[src/rtl/ppu_reg_data.sv]
// PPUDATA ($2007) engine: turns CPU port strobes into VRAM bus transactions, with the delayed read buffer and palette bypass.
// Optional macro PPU_DATA_TIMEOUT_EN aborts a transaction after TIMEOUT_CYCLES request cycles without vram_ack.
module ppu_reg_data #(
  parameter int unsigned TIMEOUT_CYCLES = 16
) (
  input  logic        clk,
  input  logic        rst_n,
  input  logic        data_write_en,
  input  logic        data_read_en,
  input  logic [7:0]  cpu_data_in,
  output logic [7:0]  cpu_data_out,
  input  logic [15:0] address_in,
  output logic [13:0] vram_addr,
  output logic        vram_req,
  output logic        vram_we,
  output logic [7:0]  vram_wdata,
  input  logic [7:0]  vram_rdata,
  input  logic        vram_ack,
  input  logic [7:0]  palette_rdata,
  output logic        reg_data_write_completed,
  output logic        busy,
  output logic        overrun
);

  typedef enum logic [1:0] {
    IDLE   = 2'd0,
    WR_REQ = 2'd1,
    RD_REQ = 2'd2,
    DONE   = 2'd3
  } state_t;

  state_t      state;
  state_t      state_next;
  logic [7:0]  read_buffer;
  logic        accept_wr;
  logic        accept_rd;
  logic        in_req;
  logic        palette_hit;
  logic        busy_strobe;
  logic        dropped_read;
  logic        timeout;
  logic [13:0] vram_addr_mirror;

  // Bits above the $4000 mirror carry no meaning for the VRAM bus.
  logic unused_addr_bits;
  assign unused_addr_bits = ^address_in[15:14];

  if (TIMEOUT_CYCLES < 1) begin : g_param_check
    $error("TIMEOUT_CYCLES must be at least 1");
  end

  assign vram_addr_mirror = address_in[13:0];
  assign palette_hit      = (vram_addr_mirror[13:8] == 6'h3F);
  assign in_req           = (state == WR_REQ) || (state == RD_REQ);
  assign accept_wr        = (state == IDLE) && data_write_en;
  assign accept_rd        = (state == IDLE) && data_read_en && !data_write_en;
  // DONE counts as busy, so any strobe outside IDLE is dropped.
  assign busy_strobe      = (state != IDLE) && (data_write_en || data_read_en);
  assign dropped_read     = (state == IDLE) && data_write_en && data_read_en;

`ifdef PPU_DATA_TIMEOUT_EN
  localparam int unsigned TMO_W = (TIMEOUT_CYCLES > 1) ? $clog2(TIMEOUT_CYCLES) : 1;
  localparam logic [TMO_W-1:0] TMO_LAST = TMO_W'(TIMEOUT_CYCLES - 1);

  logic [TMO_W-1:0] tmo_cnt;

  always_ff @(posedge clk or negedge rst_n) begin
    if (!rst_n) begin
      tmo_cnt <= '0;
    end else if (accept_wr || accept_rd) begin
      tmo_cnt <= '0;
    end else if (in_req && !vram_ack) begin
      tmo_cnt <= tmo_cnt + 1'b1;
    end
  end

  // An ack arriving in the final allowed cycle still wins over the abort.
  assign timeout = in_req && !vram_ack && (tmo_cnt == TMO_LAST);
`else
  assign timeout = 1'b0;
`endif

  // State register
  always_ff @(posedge clk or negedge rst_n) begin
    if (!rst_n) begin
      state <= IDLE;
    end else begin
      // NOTE: sequential state uses non-blocking assignments so every register samples pre-edge values.
      state <= state_next;
    end
  end

  // Next-state logic
  always_comb begin
    // NOTE: default assignment first so no path leaves state_next unassigned (no latch).
    state_next = state;
    unique case (state)
      IDLE: begin
        if (accept_wr) begin
          state_next = WR_REQ;
        end else if (accept_rd) begin
          state_next = RD_REQ;
        end
      end
      WR_REQ, RD_REQ: begin
        if (vram_ack || timeout) begin
          state_next = DONE;
        end
      end
      DONE:    state_next = IDLE;
      default: state_next = IDLE;
    endcase
  end

  // Outputs decoded from state; reset forces IDLE so vram_req drops at once.
  always_comb begin
    vram_req                 = in_req;
    busy                     = (state != IDLE);
    reg_data_write_completed = (state == DONE);
  end

  // Transaction datapath
  always_ff @(posedge clk or negedge rst_n) begin
    if (!rst_n) begin
      vram_addr    <= '0;
      vram_wdata   <= '0;
      vram_we      <= 1'b0;
      cpu_data_out <= '0;
      // NOTE: read_buffer is a single register, not a memory, so it is reset like any other flop.
      read_buffer  <= '0;
    end else begin
      if (accept_wr) begin
        vram_addr  <= vram_addr_mirror;
        vram_wdata <= cpu_data_in;
        vram_we    <= 1'b1;
      end else if (accept_rd) begin
        vram_we <= 1'b0;
        // Palette reads bypass the buffer and refill it from the nametable underneath.
        if (palette_hit) begin
          cpu_data_out <= palette_rdata;
          vram_addr    <= vram_addr_mirror & 14'h2FFF;
        end else begin
          cpu_data_out <= read_buffer;
          vram_addr    <= vram_addr_mirror;
        end
      end

      if (state == RD_REQ) begin
        if (vram_ack) begin
          read_buffer <= vram_rdata;
        end else if (timeout) begin
          read_buffer <= 8'h00;
        end
      end
    end
  end

  always_ff @(posedge clk or negedge rst_n) begin
    if (!rst_n) begin
      overrun <= 1'b0;
    end else if (busy_strobe || dropped_read || timeout) begin
      overrun <= 1'b1;
    end
  end

  a_done_one_cycle: assert property (@(posedge clk) disable iff (!rst_n)
    (state == DONE) |=> (state == IDLE));
  a_no_pulse_with_req: assert property (@(posedge clk) disable iff (!rst_n)
    !(reg_data_write_completed && vram_req));

endmodule

[config.mk]
export PLATFORM = sky130hd
export DESIGN_NAME = ppu_reg_data
export DESIGN_NICKNAME = d
export VERILOG_FILES = /design/src/rtl/ppu_reg_data.sv
export SDC_FILE = /design/constraint.sdc
export NUM_CORES = 1
export LEC_CHECK = 0
export ABC_CLOCK_PERIOD_IN_PS = 2120
export CAP_MARGIN = 5
export CORE_UTILIZATION = 42
export CTS_CLUSTER_SIZE = 10
export DETAILED_ROUTE_END_ITERATION = 16
export HOLD_SLACK_MARGIN = 0.06
export PLACE_DENSITY_LB_ADDON = 0.1
export SYNTH_ARGS = -nofsm -noshare
export SYNTH_HDL_FRONTEND = slang
export SYNTH_SLANG_ARGS = --single-unit
[constraint.sdc]
create_clock -name clk -period 2.12 [get_ports clk]
set_input_delay 0.318 -clock clk [delete_from_list [all_inputs] [get_ports clk]]
set_output_delay 0.318 -clock clk [all_outputs]
set_load 0.02 [all_outputs]
# ---- After elaboration in Yosys (flattened, before gate mapping)
# Index checks and enable logic that the tools add are counted.
dict set report word_totals {
  wordCells 40
  input_bits 45
  reg_bits 42
}
dict set report op_classes {
  bitwise_logic 1
  n_eq_ne 6
  reduce_logical 16
  n_mux 10
}
# cell n
set op_table {}
lappend op_table {{14-bit 2-to-1 mux} 2}
lappend op_table {{13-bit 2-to-1 mux} 1}
lappend op_table {{8-bit 2-to-1 mux} 1}
lappend op_table {{6-bit equality test, second input constant} 1}
lappend op_table {{2-bit 2-to-1 mux} 3}
lappend op_table {{2-bit one-hot mux with 3 select lines} 1}
lappend op_table {{2-bit AND reduction} 3}
lappend op_table {{1-bit logical AND} 5}
lappend op_table {{2-bit equality test, second input constant} 2}
lappend op_table {{2-bit nonzero test} 2}
lappend op_table {{1-bit logical OR} 3}
lappend op_table {{3-bit inequality test, second input constant} 1}
lappend op_table {{2-bit by 1-bit equality test with 1-bit output, second input constant} 1}
lappend op_table {{2-bit zero test} 1}
lappend op_table {{1-bit 2-to-1 mux} 2}
lappend op_table {{2-bit inequality test, second input constant} 1}
lappend op_table {{2-bit OR reduction} 1}
lappend op_table {{1-bit zero test} 1}
lappend op_table {{1-bit NOT} 1}

# ---- Depth between registers and ports, before layout
# Gate-level depths: netlist of run 1.
dict set report logic_depth {
  ltp_word 6
  depth_mapped 6
  mapped_depth_nobuf 5
}

# ---- Worst setup path after synthesis of run 1
# Ideal clock, no wire load.
dict set report synth_timing {
  path_kind {flip-flop to flip-flop}
  start {register state[0]}
  end {register state[0]}
  stages_incl_launch_ff 6
  required_ns 1.995
  path_buffers 0
  arrival_time_ns 1.481
  setup_slack_ns 0.514
  path_cell_list {dfrtp_1 inv_1 ha_1 inv_1 a2bb2oi_1 mux2_2}
}
dict set report synth_via {
  elab_chain_cells 5
  elab_cells_between_ends 13
}
# element line_no
set synth_lines {}
lappend synth_lines {{from (decl)} 32} ;# state_t state;
lappend synth_lines {{from (signal assigned)} 89} ;# state <= state_next;
lappend synth_lines {{2-bit zero test} {55, 56, 97}}
lappend synth_lines {{1-bit logical AND (2 in a row)} 56} ;# assign accept_rd = (state == IDLE) && data_read_en && !data_write_en;
lappend synth_lines {{3-bit inequality test (no line)} -}
lappend synth_lines {{2-bit AND reduction (no line)} -}
# Parallel ways exist; a longest one is shown, timed or not.
# A chain may end at the register's enable or synchronous reset.

# ---- Worst setup path in the final report of run 1
dict set report layout_timing {
  start {register state[1]}
  end {output vram_req}
}
dict set report layout_via {
  elab_chain_cells 2
  elab_cells_between_ends 3
}
# element line_no
set layout_lines {}
lappend layout_lines {{2-bit by 1-bit equality test with 1-bit output or 2-bit equality test (tied branches)} 54} ;# assign in_req = (state == WR_REQ) || (state == RD_REQ);
lappend layout_lines {{1-bit logical OR (*)} 54}
lappend layout_lines {{to (decl)} 14} ;# output logic vram_req,
# Every way passes the cells marked *; elsewhere a longest branch is shown, timed or not.

==> results of run 1 <==
cells by family (layout without fill, tap and decap cells):
kind of cell               Yosys count  count (layout)
buffers and inverters               10              94
muxes                               33              33
AOI/OAI and AO/OA                   29              29
adders and majority gates            4               4
and+or+nand+nor                     21              21
DFF                                 42              42
worst reg2reg max path: stages, from the launching register on:
cell and delay [ns]:
dfrtp_1 0.41, inv_1 0.11, ha_1 0.28, nand3b_4 0.19
nand2_4 0.27, mux2_2 0.37
stage by stage:
| stage | util, % | cell area (um^2) |
|---|---|---|
| 5_1_grt | 67.2 | 2770 |
| 2_1_floorplan | - | 1840 |
| 3_5_place_dp | 64.7 | 2660 |
| 4_1_cts | 67.1 | 2760 |
| 6_report | 67.2 | 2770 |
| 3_3_place_gp | 64.7 | 2660 |
sequential cells by signal, summed over array words and instances, names as in the netlist:
signal        flops
overrun           1
vram_we           1
cpu_data_out      8
state             2
vram_wdata        8
vram_addr        14
read_buffer       8
worst paths after layout:
path                                 endpoint  depth (start not counted)
worst max-delay path                 vram_req                          3
worst min-delay path            vram_addr[10]                          2
worst max register to register   vram_addr[2]                          5
worst min register to register        overrun                          1
max in group asynchronous       vram_wdata[4]                          3
min in group clk                      overrun                          1
final cells by class:
type	count	share of cell area (%)
clock buffer	7	3.12
clock inverter	1	0.181
inverter	5	0.679
multi-input combinational	87	26.8
sequential	42	38.0
tap	50	2.26
timing repair buffer	81	29.0
synthesized netlist by cell type, drive strengths merged:
library cell	count
a21oi	8
a221o	1
a2bb2oi	1
a31oi	9
and2	1
and3b	1
and4	1
buf	3
clkbuf	2
dfrtp	42
ha	4
inv	5
mux2	31
mux2i	2
nand2	8
nand3b	1
nand4	1
nor2	8
o21ai	10
what timing repair did:
action                                  in CTS  in global routing
hold endpoints to repair                    17                  0
endpoints found under the setup margin       0                  1
hold buffers                                 1                  0
gates resized for setup                      0                  1
power groups by stage:
stage / combinational [W] / sequential [W] / clock, W
4_1_cts: 0.00217 / 0.00143 / 0.000538
2_1_floorplan: 0.000897 / 0.00178 / 0
3_5_place_dp: 0.00216 / 0.00144 / 0
5_1_grt: 0.00231 / 0.00148 / 0.000577
6_report: 0.00215 / 0.00143 / 0.000518
3_3_place_gp: 0.00211 / 0.00142 / 0
metal layers:
metal / wire length [um] / part of all wire [%] / GRT usage [%] / up-vias
li1: - / - / - / 658
met2: 2020 / 49 / 31.6 / 60
met1: 1780 / 43 / 22.9 / 687
met4: 53 / 1.3 / 8.85 / 0
met3: 288 / 7.0 / 6.17 / 6
met5: 0 / 0 / 0 / -
layout by cell type, fill, tap and decap left out:
master,instances
nand3b_4,1
ha_1,4
nor2_1,8
nand2_1,7
dlymetal6s2s_1,1
and4_1,1
a221o_1,1
inv_1,5
a2bb2oi_1,1
buf_2,1
clkdlybuf4s50_1,75
dlygate4sd3_1,1
a31oi_1,9
mux2_4,10
mux2i_1,2
o21ai_0,10
buf_4,3
clkinv_2,1
and3b_2,1
nand4_1,1
clkbuf_8,6
a21oi_1,8
mux2_2,21
dfrtp_1,42
clkbuf_1,1
nand2_4,1
and2_1,1
==> results.sh, run 1 <==
export IMPL_cts_buffers=5
export IMPL_powerDensity_mw_per_mm2=1480
export IMPL_setup_tns_ns=0
export IMPL_worst_skew_pair_late_latency_ns=0.29
export IMPL_grt_pass1_vias=1399
export IMPL_critical_path_cell_chain="inv_1, ha_1, clkdlybuf4s50_1"
export IMPL_p_clk_share_pct=12.7
export IMPL_crit_path_max_fanout=3
export IMPL_crit_arrival_ns=1.68
export IMPL_antenna_found_initial=0
export IMPL_seq_area_frac_synth_pct=57.0
export IMPL_fillers=308
export IMPL_cp_required_ns=1.80
export IMPL_routabilityCongestion=0.821
export IMPL_hold_path_class="input port to asynchronous set/reset pin"
export IMPL_cts_htree_levels=2
export IMPL_setup_violations=0
export IMPL_cts_root_buf="clkbuf_8"
export IMPL_startpoint="state[1]"
export IMPL_ctsLongestPathBuffers=2
export IMPL_ant_nets=0
export IMPL_leakage_nw=1.20
export IMPL_timing_fmax_ghz=0.501
export IMPL_drc=0
export IMPL_regArea_mm2=0.00105
export IMPL_yosys_area_share_simple_pct=6.45
export IMPL_p_seq_share_pct=34.9
export IMPL_yosysWarnings=0
export IMPL_pwr_share_comb_pct=52.5
export IMPL_synth_top_cells_by_area="dfrtp_1 57%, mux2_2 13%, mux2_4 8.1%, a31oi_1 3.1%, ha_1 2.7%"
export IMPL_period_needed_ns=2.00
export IMPL_synth_area_mux_share_pct=22.1
export IMPL_end_kind="primary output"
export IMPL_slew_limit_headroom_pct=73.2
export IMPL_io_buffer_count=77
export IMPL_max_slew_worst_pin_slew_ns=0.402
export IMPL_grt_pass1_wl_um=6330
export IMPL_viasPerCell=5.17
export IMPL_vias=1411
export IMPL_gr_total_overflow=0
export IMPL_synthCells=139
export IMPL_io_pins=80
export IMPL_grt_start_max_net_pins=20
export IMPL_synth_nets=188
export IMPL_critPathKind="flop to primary output"
export IMPL_r2r_slack_ns=0.38
export IMPL_cp_slowest_cell="clkdlybuf4s50_1"
export IMPL_max_stage_delay_ns=0.61
export IMPL_dp_cells=264
export IMPL_finalMaxSlewViolations=0
export IMPL_core_area_mm2=0.00412
export IMPL_syn_cell_area_mm2=0.00184
export IMPL_diodes=0
export IMPL_rows=23
export IMPL_drt_initial_drc_count=47
export IMPL_fin_cells=273
export IMPL_synth_top_family_by_area="multiplexers"
export IMPL_path_clk_slew_ns=0.08
export IMPL_holdWs_ns=0.480
export IMPL_synthDistinctLibCells=22
export IMPL_r2r_start="state[1]"
export IMPL_pre_cts_ws_ns=0.249
export IMPL_maxCapViolations=0
export IMPL_wl_per_cell_um=15.2
export IMPL_die_area_mm2=0.00466
export IMPL_status="finished, final reports clean"
export IMPL_yosys_area_top_type_share_pct=57.0
export IMPL_synthAdderAreaFrac_pct=2.72
export IMPL_ys_ff_latch=42
export IMPL_wl_um=4140
export IMPL_yosysTopAreaCell="dfrtp_1"
export IMPL_hpwlAfterDp_um=3090
export IMPL_sw_frac_of_total_pct=35.5
export IMPL_die_height_um=68.2
export IMPL_cp_num_buf_inv=2
export IMPL_fp_dieW_um=68.2
export IMPL_internal_power_w=0.00264
export IMPL_finalPower_w=0.00409
export IMPL_syn_to_final_growth_pct=50.0
export IMPL_finalHoldViolCount=0
export IMPL_clock_sinks=42
export IMPL_fin_nets=271
export IMPL_postCtsSetupBuffers=0
export IMPL_synth_compound_area_share_pct=8.96
export IMPL_start_util_pct=44.8
export IMPL_setup_ws_ns=0.125
export IMPL_critPathTopFamily="buffers and inverters"
export IMPL_drt_pass1_iterations=4
export IMPL_switching_power_w=0.00145
export IMPL_grt_total_usage_pct=19.3
export IMPL_syn_avg_cell_area_um2=13.3
export IMPL_synthXorXnorAreaFrac_pct=0
export IMPL_critPathLaunchType="flop"
export IMPL_skew_ns=0.00310
export IMPL_multiInputGateArea_um2=741
export IMPL_vdd_drop_max_v=0.000883
export IMPL_drive_gt1_share_pct=20.2
export IMPL_cts_tree="built"
export IMPL_finalCritPeriodShare_pct=94.1
export IMPL_rsz0062_at_grt="no"
Power figures use the tool's default switching activity.
==> inputs of run 2 (changes only) <==
- ABC_CLOCK_PERIOD_IN_PS: 2120 -> 2400
- CORE_ASPECT_RATIO: not set -> 0.9
- CORE_UTILIZATION: 42 -> 45
- clock period: 2.12 -> 2.4 ns (I/O delays scaled with it)
==> results.sh, run 2 (synthesized netlist as in run 1, its figures left out) <==
export IMPL_timing_rr_end="vram_addr[3]"
export IMPL_grt_start_max_net_pins=43
export IMPL_cts_resized=0
export IMPL_rr_worst_depth=5
export IMPL_r2r_start="state[0]"
export IMPL_drt_pass1_iterations=4
export IMPL_path_clk_slew_ns=0.08
export IMPL_core_area_mm2=0.00381
export IMPL_wl_um=4030
export IMPL_r2r_slack_ns=0.62
export IMPL_dpl_instance_area_mm2=0.00264
export IMPL_regArea_mm2=0.00105
export IMPL_cts_root_buf="clkbuf_8"
export IMPL_regMostFlops="vram_addr"
export IMPL_io_buffer_count=77
export IMPL_layout_cells_most_common="clkdlybuf4s50_1"
export IMPL_grt_pass1_vias=1442
export IMPL_syn_to_final_growth_pct=49.1
export IMPL_clock_sinks=42
export IMPL_cp_required_ns=2.04
export IMPL_drive_gt1_share_pct=19.1
export IMPL_ant_nets=0
export IMPL_end_kind="primary output"
export IMPL_rows=21
export IMPL_final_cell_mix="76 x clkdlybuf4s50_1, 42 x dfrtp_1, 21 x mux2_2, 10 x o21ai_0, 10 x mux2_4"
export IMPL_io_pins=80
export IMPL_postCtsSetupBuffers=0
export IMPL_powerDensity_mw_per_mm2=1350
export IMPL_ctsLongestPathBuffers=2
export IMPL_die_area_mm2=0.00436
export IMPL_grt_pass1_wl_um=6730
export IMPL_cts_buffers=5
export IMPL_design_area_mm2=0.00275
export IMPL_cts_htree_levels=2
export IMPL_viasPerCell=5.36
export IMPL_finalHoldViolCount=0
export IMPL_fillers=268
export IMPL_routabilityCongestion=0.773
export IMPL_finalMaxSlewViolations=0
export IMPL_vias=1427
export IMPL_skew_ns=0.00417
export IMPL_status="finished, final reports clean"
export IMPL_diodes=0
export IMPL_worst_skew_pair_late_latency_ns=0.28
export IMPL_setup_tns_ns=0
export IMPL_critPathLaunchType="flop"
export IMPL_multiInputGateArea_um2=741
export IMPL_fp_dieW_um=69.5
export IMPL_rsz0062_at_grt="no"
export IMPL_crit_arrival_ns=1.75
export IMPL_wl_per_cell_um=15.1
export IMPL_hpwlAfterDp_um=3020
export IMPL_critPathKind="flop to primary output"
export IMPL_fin_nets=268
export IMPL_hold_path_class="input port to asynchronous set/reset pin"
export IMPL_holdBufCountCts=0
export IMPL_antenna_found_initial=0
export IMPL_grt_total_usage_pct=19.8
export IMPL_slew_limit_headroom_pct=39.5
export IMPL_drt_initial_drc_count=62
export IMPL_largest_reg_flops=14
export IMPL_max_slew_worst_pin_slew_ns=0.907
export IMPL_gr_total_overflow=0
export IMPL_finalCritPeriodShare_pct=88.0
export IMPL_crit_path_max_fanout=5
export IMPL_setup_violations=0
export IMPL_timing_fmax_ghz=0.474
export IMPL_drc=0
export IMPL_period_needed_ns=2.11
export IMPL_die_height_um=62.7
export IMPL_vdd_drop_max_v=0.000905
export IMPL_cts_tree="built"
export IMPL_leakage_nw=1.19
export IMPL_start_util_pct=48.4
export IMPL_maxCapViolations=0
run 2: worst max-delay path by stage:
stage            startpoint            to  cells past startpoint
4_1_cts            state[1]          busy                      4
2_1_floorplan      state[0]      state[0]                      5
3_5_place_dp   data_read_en  vram_addr[3]                      4
3_3_place_gp   data_read_en  vram_addr[0]                      4
5_1_grt            state[1]          busy                      4
6_report           state[0]          busy                      4
run 2: routing by layer:
| metal | up-vias | GRT usage, % | wire length (um) |
|---|---|---|---|
| met5 | - | 0 | 0 |
| met4 | 0 | 5.61 | 62 |
| met3 | 8 | 7.26 | 284 |
| met2 | 61 | 33.5 | 1990 |
| met1 | 703 | 23.8 | 1690 |
| li1 | 655 | - | - |
run 2: where the power goes:
part           internal, W  total [W]  switching [W]
logic              0.00103    0.00191       0.000880
registers          0.00107    0.00126       0.000190
clock network     0.000311   0.000535       0.000224
total              0.00241    0.00371        0.00129
run 2: worst max-delay path, cell delays in order, from the launching register on:
cell,delay (ns)
dfrtp_1,0.37
inv_1,0.09
ha_1,0.29
inv_1,0.11
clkdlybuf4s50_1,0.62
run 2: per-stage QoR:
step	utilization, %	hold slack (ns)	power, W	std cells	setup WS [ns]
after global routing	72.1	0.277	0.00392	266	0.136
final	72.1	0.195	0.00371	266	0.288
after CTS	72.1	0.231	0.00373	266	0.275
after global placement	69.3	0.474	0.00311	258	0.518
after detailed placement	69.3	0.475	0.00319	258	0.470
after floorplan	-	0.0644	0.00236	139	0.794
run 2: final cells by class:
cell class | instances | share of cell area, %
clock inverters | 1 | 1.09
well taps | 46 | 2.09
multi-input cells | 87 | 27.0
inverters | 5 | 0.683
clock buffers | 7 | 2.78
repair buffers | 78 | 28.1
flip-flops and latches | 42 | 38.3
==> inputs of run 3 (changes only) <==
- GPL_TIMING_DRIVEN: not set -> 0
==> results.sh, run 3 (synthesized netlist as in run 1, its figures left out) <==
export IMPL_status="finished, final reports clean"
export IMPL_drive_gt1_share_pct=20.1
export IMPL_diodes=0
export IMPL_io_pins=80
export IMPL_gr_total_overflow=0
export IMPL_die_height_um=62.7
export IMPL_finalPower_w=0.00363
export IMPL_critical_path_cell_chain="inv_1, ha_1, inv_1, clkdlybuf4s50_1"
export IMPL_grt_pass1_wl_um=6880
export IMPL_cp_required_ns=2.04
export IMPL_hold_path_class="input port to asynchronous set/reset pin"
export IMPL_pre_cts_ws_ns=0.470
export IMPL_drc=0
export IMPL_io_buffer_count=77
export IMPL_cp_num_buf_inv=3
export IMPL_powerDensity_mw_per_mm2=1320
export IMPL_cts_resized=0
export IMPL_ant_nets=0
export IMPL_viasPerCell=5.06
export IMPL_setup_ws_ns=0.315
export IMPL_antenna_found_initial=0
export IMPL_grt_pass1_vias=1438
export IMPL_finalHoldViolCount=0
export IMPL_fin_util_pct=72.4
export IMPL_path_clk_slew_ns=0.08
export IMPL_skew_ns=0.00955
export IMPL_hpwlAfterDp_um=3100
export IMPL_r2r_start="state[0]"
export IMPL_critPathLaunchType="flop"
export IMPL_crit_top_cell="inv_1"
export IMPL_core_area_mm2=0.00381
export IMPL_cts_htree_levels=2
export IMPL_finalMaxSlewViolations=0
export IMPL_timing_fmax_ghz=0.480
export IMPL_setup_tns_ns=0
export IMPL_largest_reg_flops=14
export IMPL_ctsLongestPathBuffers=2
export IMPL_holdBufCountCts=0
export IMPL_max_stage_delay_ns=0.61
export IMPL_die_area_mm2=0.00436
export IMPL_routabilityCongestion=0.788
export IMPL_grt_total_usage_pct=20.0
export IMPL_vdd_drop_max_v=0.000667
export IMPL_postCtsSetupBuffers=0
export IMPL_cp_slowest_cell="clkdlybuf4s50_1"
export IMPL_setup_violations=0
export IMPL_startpoint="state[0]"
export IMPL_critPathKind="flop to primary output"
export IMPL_path_depth=4
export IMPL_critPathTopFamily="buffers and inverters"
export IMPL_finalCritPeriodShare_pct=86.9
export IMPL_slew_limit_headroom_pct=39.4
export IMPL_period_needed_ns=2.09
export IMPL_end_kind="primary output"
export IMPL_crit_path_max_fanout=5
export IMPL_cts_buffers=5
export IMPL_start_util_pct=48.4
export IMPL_grt_start_max_net_pins=43
export IMPL_layout_cells_most_common="clkdlybuf4s50_1"
export IMPL_wl_um=4080
export IMPL_rsz0062_at_grt="no"
export IMPL_regMostFlops="vram_addr"
export IMPL_rows=21
export IMPL_drt_pass1_iterations=4
export IMPL_leakage_nw=1.20
export IMPL_maxCapViolations=0
export IMPL_crit_arrival_ns=1.73
export IMPL_max_slew_worst_pin_slew_ns=0.909
export IMPL_wl_per_cell_um=15.1
export IMPL_drt_initial_drc_count=56
export IMPL_vias=1367
export IMPL_fp_dieW_um=69.5
export IMPL_final_cell_mix="76 x clkdlybuf4s50_1, 42 x dfrtp_1, 21 x mux2_2, 10 x o21ai_0, 10 x mux2_4"
export IMPL_rr_worst_depth=6
export IMPL_worst_skew_pair_late_latency_ns=0.28
export IMPL_cts_tree="built"
export IMPL_cts_root_buf="clkbuf_8"
export IMPL_clock_sinks=42
export IMPL_fin_nets=272
export IMPL_syn_to_final_growth_pct=49.6
-- run 3: metal layers --
metal  track usage, %  vias up  wire [um]
met5                0        -          0
met2             34.3       53       1990
met4             6.38        0         69
met1             24.5      648       1770
li1                 -      660          -
met3             5.48        6        248
-- run 3: path summary, 6_finish.rpt --
path | to | slack, ns
worst max-delay path | busy | 0.31
worst min-delay path | vram_addr[8] | 0.20
worst max register to register | vram_addr[5] | 0.65
worst min register to register | vram_we | 0.48
max in group asynchronous | state[0] | 1.62
min in group clk | vram_we | 0.48
-- run 3: through the flow --
step	hold WS (ns)	instance area [um^2]	std cells
floorplan	0.0644	1840	139
global placement	0.464	2670	262
detailed placement	0.467	2670	262
CTS	0.234	2760	270
global route	0.286	2760	270
finish	0.202	2760	270
-- run 3: area by class of cell --
type	count	area [um^2]
plain buffers	5	32.5
clock buffers	7	86.3
clock inverters	1	5.00
fillers	255	1050
inverters	5	18.8
multi-input cells	87	741
flip-flops and latches	42	1050
well taps	46	57.6
repair buffers	77	766
-- run 3: where the power goes --
part	leakage, nW	total (W)	internal (W)	switching, W
Sequential	0.487	0.00125	0.00107	0.000187
Clock	0.0482	0.000455	0.000232	0.000222
Combinational	0.665	0.00192	0.00105	0.000873
